**config.mk**
```make
export PLATFORM = sky130hd
export DESIGN_NAME = uart_tx_arbiter
export DESIGN_NICKNAME = d
export VERILOG_FILES = /design/src/rtl/uart_tx_arbiter.sv
export SDC_FILE = /design/constraint.sdc
export NUM_CORES = 1
export LEC_CHECK = 0
export ABC_AREA = 1
export ABC_CLOCK_PERIOD_IN_PS = 1700
export CORE_MARGIN = 5
export CORE_UTILIZATION = 40
export DETAILED_ROUTE_END_ITERATION = 10
export PLACE_DENSITY_LB_ADDON = 0.1
export SETUP_SLACK_MARGIN = 0.4
export SYNTH_ARGS = -nofsm -noshare
export SYNTH_HDL_FRONTEND = slang
export SYNTH_SLANG_ARGS = --single-unit
```
**constraint.sdc**
```tcl
create_clock -name sys_clk -period 1.7 [get_ports sys_clk]
set_clock_uncertainty 0.05 [all_clocks]
set_input_delay 0.34 -clock sys_clk [delete_from_list [all_inputs] [get_ports sys_clk]]
set_output_delay 0.34 -clock sys_clk [all_outputs]
set_load 0.05 [all_outputs]
```
**src/rtl/uart_tx_arbiter.sv**
```systemverilog
// uart_tx_arbiter
// Round-robin arbiter that lets NUM_REQ requesters share one UART transmit
// input port. A requester keeps the port for up to MAX_BURST accepted frames,
// or until it withdraws its send request. After each release there is one
// arbitration cycle before the next grant.
//
// Ports
//   sys_clk      system clock, rising edge
//   reset        synchronous active-high reset
//   req_si       per-requester send request
//   req_din      per-requester frames, requester i at [i*FRAME_WIDTH +: FRAME_WIDTH]
//   req_ri       per-requester ready, high on the cycle that requester's frame is taken
//   si, din      send and frame toward the UART
//   ri           ready from the UART (may depend combinationally on si)
//   grant_valid  a requester currently holds the UART
//   grant_id     index of the current or most recent holder
//
// state | meaning
// ARB   | no holder; pick the next round-robin requester, nothing transferred
// GRANT | grant_id owns the UART; frames pass while req_si[grant_id] & ri

module uart_tx_arbiter #(
    parameter int FRAME_WIDTH = 8,
    parameter int NUM_REQ     = 4,
    parameter int MAX_BURST   = 4
) (
    input  logic                           sys_clk,
    input  logic                           reset,
    input  logic [NUM_REQ-1:0]             req_si,
    input  logic [NUM_REQ*FRAME_WIDTH-1:0] req_din,
    output logic [NUM_REQ-1:0]             req_ri,
    output logic                           si,
    output logic [FRAME_WIDTH-1:0]         din,
    input  logic                           ri,
    output logic                           grant_valid,
    output logic [$clog2(NUM_REQ)-1:0]     grant_id
);

    localparam int ID_W = $clog2(NUM_REQ);

    typedef enum logic {
        ARB   = 1'b0,
        GRANT = 1'b1
    } state_t;

    state_t          state;
    state_t          state_nxt;
    logic [ID_W-1:0] last_id;
    logic [ID_W-1:0] winner;
    logic            any_req;
    logic            found;
    logic [7:0]      burst_cnt;
    logic            held;
    logic            xfer;
    logic            release_now;

    // Round-robin pick: first requester at or above last_id+1, wrapping.
    always_comb begin
        winner  = last_id;
        found   = 1'b0;
        any_req = |req_si;
        for (int i = 1; i <= NUM_REQ; i++) begin
            if (!found && req_si[(int'(last_id) + i) % NUM_REQ]) begin
                winner = ID_W'((int'(last_id) + i) % NUM_REQ);
                found  = 1'b1;
            end
        end
    end

    assign held = (state == GRANT) && req_si[grant_id];
    assign xfer = held && ri;

    // Burst limit counts accepted frames only, so stalls on ri never shorten a grant.
    assign release_now = (state == GRANT) &&
                         (!held || (xfer && (burst_cnt == 8'(MAX_BURST - 1))));

    // State register
    always_ff @(posedge sys_clk) begin
        if (reset) begin
            state <= ARB;
        end else begin
            state <= state_nxt;
        end
    end

    // Next-state logic
    always_comb begin
        state_nxt = state;
        case (state)
            ARB:     if (any_req)     state_nxt = GRANT;
            GRANT:   if (release_now) state_nxt = ARB;
            default: state_nxt = ARB;
        endcase
    end

    // Grant bookkeeping
    always_ff @(posedge sys_clk) begin
        if (reset) begin
            grant_valid <= 1'b0;
            grant_id    <= '0;
            last_id     <= ID_W'(NUM_REQ - 1);
            burst_cnt   <= '0;
        end else begin
            case (state)
                ARB: begin
                    if (any_req) begin
                        grant_id    <= winner;
                        grant_valid <= 1'b1;
                        burst_cnt   <= '0;
                    end
                end
                GRANT: begin
                    if (release_now) begin
                        grant_valid <= 1'b0;
                        last_id     <= grant_id;
                    end else if (xfer) begin
                        burst_cnt <= burst_cnt + 8'd1;
                    end
                end
                default: begin
                    grant_valid <= 1'b0;
                end
            endcase
        end
    end

    // Output logic: only the holder sees ready, and din is zero when idle.
    always_comb begin
        si     = held;
        din    = '0;
        req_ri = '0;
        if (held) begin
            din = req_din[int'(grant_id)*FRAME_WIDTH +: FRAME_WIDTH];
        end
        if (xfer) begin
            req_ri[grant_id] = 1'b1;
        end
    end

endmodule

```
==> Word level (Yosys, flattened, before mapping) <==
Cells that the tools add are included.
{ "classes": {"add_sub_neg": 5, "n_mul": 0, "div": 0, "magnitude_cmp": 6, "n_eq_ne": 5, "shifts": 1, "n_mux": 35, "n_bitwise": 5, "reduce_logical": 22} }
{ "ops": {"columns": ["operator", "n"], "rows": [
  ["two-way mux 8 bit", 4],
  ["variable part select 32 x 6 -> 8 bit", 1],
  ["two-way mux 1 bit", 17],
  ["less-than comparator 3 x 4 -> 1 bit (second input constant)", 4],
  ["one-hot mux 8 bit (2 select lines)", 1],
  ["binary-select mux 1 bit (select 2 bit)", 5],
  ["adder 8 x 1 -> 8 bit (second input constant)", 1],
  ["== test 8 x 2 -> 1 bit (second input constant)", 1],
  ["logical AND 1 bit", 8],
  ["two-way mux 2 bit", 4],
  ["OR reduction 2 bit", 4],
  ["AND reduction 2 bit", 3],
  ["adder 2 x 1 -> 2 bit (second input constant)", 2],
  ["adder 2 bit (second input constant)", 2],
  ["AND 1 bit (first input constant)", 4],
  ["zero test 1 bit", 4],
  ["two-way mux 4 bit", 1],
  ["inequality test 2 x 1 -> 1 bit (second input constant)", 2],
  ["inequality test 2 bit (second input constant)", 2],
  ["one-hot mux 1 bit (2 select lines)", 2],
  ["OR reduction 4 bit", 1],
  ["less-than comparator 2 x 3 -> 1 bit (second input constant)", 1],
  ["AND reduction 3 bit", 1],
  ["demux 1 bit (select 2 bit)", 1],
  ["other kinds (3)", 3]
]} }
{ "word_totals": {"register_bits": 14, "latch_bits": 0, "ramBits": 0, "rom_bits": 0, "input_bits": 39, "wordCells": 84, "mem_count": 0} }

==> Depth between registers and ports, before layout <==
{ "logic_depth": {"depth_word": 16, "ltp_mapped": 12, "mapped_depth_nobuf": 11} }

==> Worst setup path after synthesis <==
No wires, ideal clock.
{ "synth_path": {"kind": "register to output", "start": "reg grant_id[1]", "end": "out req_ri[2]", "arrival_ns": 2.778, "required_time_ns": 1.310, "slack_ns": -1.468, "path_stages_with_launch": 9, "path_cell_list": "dfxtp_1 inv_1 nor2_4 a21oi_1 nand2_2 nand2_4 inv_2 nand2_1 nor3_1"} }
{ "synth_via": {"elab_chain_len": 5, "word_cells_on_any_way": 10} }
{ "synth_rtl": {"columns": ["element", "line", "text"], "rows": [
  ["start, declared", "36", "output logic [$clog2(NUM_REQ)-1:0] grant_id"],
  ["start signal, assigned", "107", "grant_id <= winner;"],
  ["binary-select mux 1 bit (select 2 bit)", "70", "assign held = (state == GRANT) && req_si[grant_id];"],
  ["two-way mux 1 bit (implied by the code)", "70", null],
  ["logical AND 1 bit", "70", null],
  ["via si", "32", "output logic si,"],
  ["logical AND 1 bit", "71", "assign xfer = held && ri;"],
  ["two-way mux 4 bit", "135", "if (xfer) begin"],
  ["end, declared", "31", "output logic [NUM_REQ-1:0] req_ri,"]
]} }
The timed path passes the listed nets, and every way through them passes these cells. The select of a mux whose other input is x is not followed.

==> Worst setup path in the final report <==
{ "layout_path": {"start": "reg grant_id[1]", "end": "out din[0]"} }
{ "layout_via": {"elab_chain_len": 4, "word_cells_on_any_way": 5} }
{ "layout_rtl": {"columns": ["element", "line", "text"], "rows": [
  ["branches (longest 3 deep; another with variable part select 32 x 6 -> 8 bit)", null, null],
  ["two-way mux 8 bit *", "132", "if (held) begin"],
  ["end, declared", "33", "output logic [FRAME_WIDTH-1:0] din,"]
]} }
Mark *: on every way between the ends. The select of a mux whose other input is x is not followed.

==> metrics.txt <==
outcome complete, but fails checks; failing checks setup timing; Critical Path Source Type flop; post-synthesis register bit count 14; synthesized area 1310 um^2; Crit Path Max Fanout 8; Routed WL per cell 20.4 um; Yosys Warn Count 0; # IOs 55; gpl congestion 0.882; Detail Placement HPWL 3.80 mm; pre-CTS WS -0.474 ns; Hold-fix buffers, CTS 0; Post-Place Cell Area 2420 um^2; final hold vios 0; top cells by area, synth nand2_1, dfxtp_1, nand3_1, nor2_1, inv_1; drt first pass iters 5; Hold Path Sink burst_cnt[1]$_SDFFE_PP0P_; starting density of the core 42.3%; Tcrit/Tclk final 131%; share of layout cells above drive strength 1 46.0%; arrival time at the worst endpoint 1.83 ns; Synth top area share 23.5%; Die Span X 67.3 um; global route overflow 0; Antenna Nets Post-Route 0; initial detailed-routing violation count 294; reg2reg setup slack -0.11 ns; clock root buffer clkbuf_4; DRC violations left 0; Seq/Total Area, Yosys 21.4%; share of synthesized flip-flops with an asynchronous set or reset 0%; WHS Path Cells 2; largest area contributor in the netlist nand2_1; Reg2Reg Depth 11; vias in the first global route 1876; cell area power density 858 nW/um^2; Final setup viols 23; Worst-Margin Slew 0.316 ns; Antenna Cells 0; fmax 450 MHz; Slew HR 78.9%; min Tclk post-route 2.22 ns; TritonCTS clock tree built; antenna violations before repair 0; final WL 7.47 mm; largest net degree at the start of global routing 12; Crit. End Element primary output; Peak supply drop 0.851 mV; vias post-DR 2175; H-tree levels 1; Slew Limit Fails 0; fin worst setup slack -0.523 ns; Syn-to-layout area delta 114%; worst skew pair latency 0.29 ns; Worst Hold Class flop to flop; Avg Synthesized Cell Area 5.81 um^2; area of the multi-input gates 1250 um^2; Max-Cap Viols 0; routed vias/inst 5.94; clock buffer depth 2; Worst Setup Path Type flop to primary output; CTS Sinks 14; post-synth cell types 28; Mapped Nets 266; core area 3100 um^2; GRT Total Usage 26.5%; IO Port Bufs 54; CTS clk-pin slew, worst paths 0.09 ns; final net count 363; row cnt 20; Pleak 1.16 nW; hold wc startpoint burst_cnt[1]$_SDFFE_PP0P_; Synth Instances 226; die area 4530 um^2; most numerous cell in the Yosys netlist nand2_1; CTS buffer count 3; Reg area 297 um^2; FF-to-FF End burst_cnt[3]$_SDFFE_PP0P_; fill count 113; number of synthesized flops with an enable pin 0; Reg-to-Reg Start grant_id[1]$_SDFFE_PP0P_; worst hold slack 0.458 ns; Synth Flop Type dfxtp_1; Worst Path Required 1.31 ns; Die Y-Extent 67.3 um; design area 2810 um^2; first-pass GRT wire length 9.11 mm; Post-synth top cells nand2_1, nand3_1, nor2_1, inv_1, dfxtp_1; RSZ-0062 raised after global routing true
[placed cells by master, fill, tap and decap left out, types with 2 or more instances in the layout]
master,n
dfxtp_1,9
clkinvlp_4,4
inv_1,13
nor2_1,18
nand3_2,7
dlygate4sd2_1,3
nand2_4,7
nor2_4,5
dfxtp_4,4
a31oi_4,8
clkdlybuf4s50_1,34
nand3_1,16
clkbuf_4,3
inv_8,2
a21oi_2,5
nand4_1,4
xnor2_1,2
nand2_2,24
buf_6,8
nor3_1,2
buf_12,16
inv_2,4
xor2_1,3
o21ai_0,2
nand2_1,56
a22oi_2,8
buf_4,35
a21oi_1,7
[final cells by class]
| class | instances | share of cell area [%] |
|---|---|---|
| Inverter | 24 | 4.36 |
| Sequential cell | 14 | 10.6 |
| Timing Repair Buffer | 98 | 37.7 |
| Multi-Input combinational cell | 182 | 44.5 |
| Clock buffer | 4 | 0.935 |
| Tap cell | 44 | 1.96 |
[flip-flops by register name, summed over array words and instances (netlist names)]
register and count:
grant_id 2, burst_cnt 8, state 1, last_id 2
grant_valid 1
[how the worst max path moves through the flow]
stage                     slack, ns         to                     start  cells after the start
after CTS                     -0.42     din[1]  grant_id[1]$_SDFFE_PP0P_                      7
after global routing          -0.58     din[5]  grant_id[1]$_SDFFE_PP0P_                      7
after floorplan               -0.55  req_ri[2]  grant_id[1]$_SDFFE_PP0P_                      8
after detailed placement      -0.47     din[6]                 req_si[0]                      9
final                         -0.52     din[0]  grant_id[1]$_SDFFE_PP0P_                      6
after global placement        -0.46  req_ri[2]                 req_si[0]                     10
[report_power, final]
part	switching (mW)	total [mW]	internal, mW
clock	0.114	0.205	0.0914
sequential	0.0526	0.419	0.366
combinational	1.02	1.79	0.769
total	1.19	2.41	1.23
[what timing repair did]
item	4_1_cts	5_1_grt
endpoints found under the setup margin	29	29
pin swaps	17	18
gates resized for setup	48	26
setup buffers	8	4
[cell families after synthesis]
family          synth area share (%)
compound gates                  16.2
xor+xnor                        3.34
fa+ha+maj                      0.953
buf+inv                         9.72
flops                           21.4
simple gates                    48.4
[metal layers]
layer | up-vias | wire (um) | GRT usage, %
met1 | 1024 | 2760 | 31.2
met3 | 47 | 711 | 4.33
met4 | 0 | 393 | 12.4
met5 | - | 0 | 0
li1 | 936 | - | -
met2 | 168 | 3600 | 46.4
[per-stage QoR]
stage	util, %	setup TNS [ns]	total power [mW]	std cells
floorplan	-	-4.94	1.16	226
global placement	78.1	-7.63	1.71	350
detailed placement	78.1	-7.85	1.74	350
CTS	86.7	-4.89	2.14	362
global route	90.6	-9.23	2.52	366
finish	90.6	-6.92	2.41	366
[worst max-delay path: stages, from the launching register on]
cell and delay (ns):
dfxtp_4 0.38, clkinvlp_4 0.15, nand2_2 0.15, clkinvlp_4 0.25, a22oi_2 0.30, a31oi_4 0.13
buf_12 0.16
(Power assumes the default switching activity.)
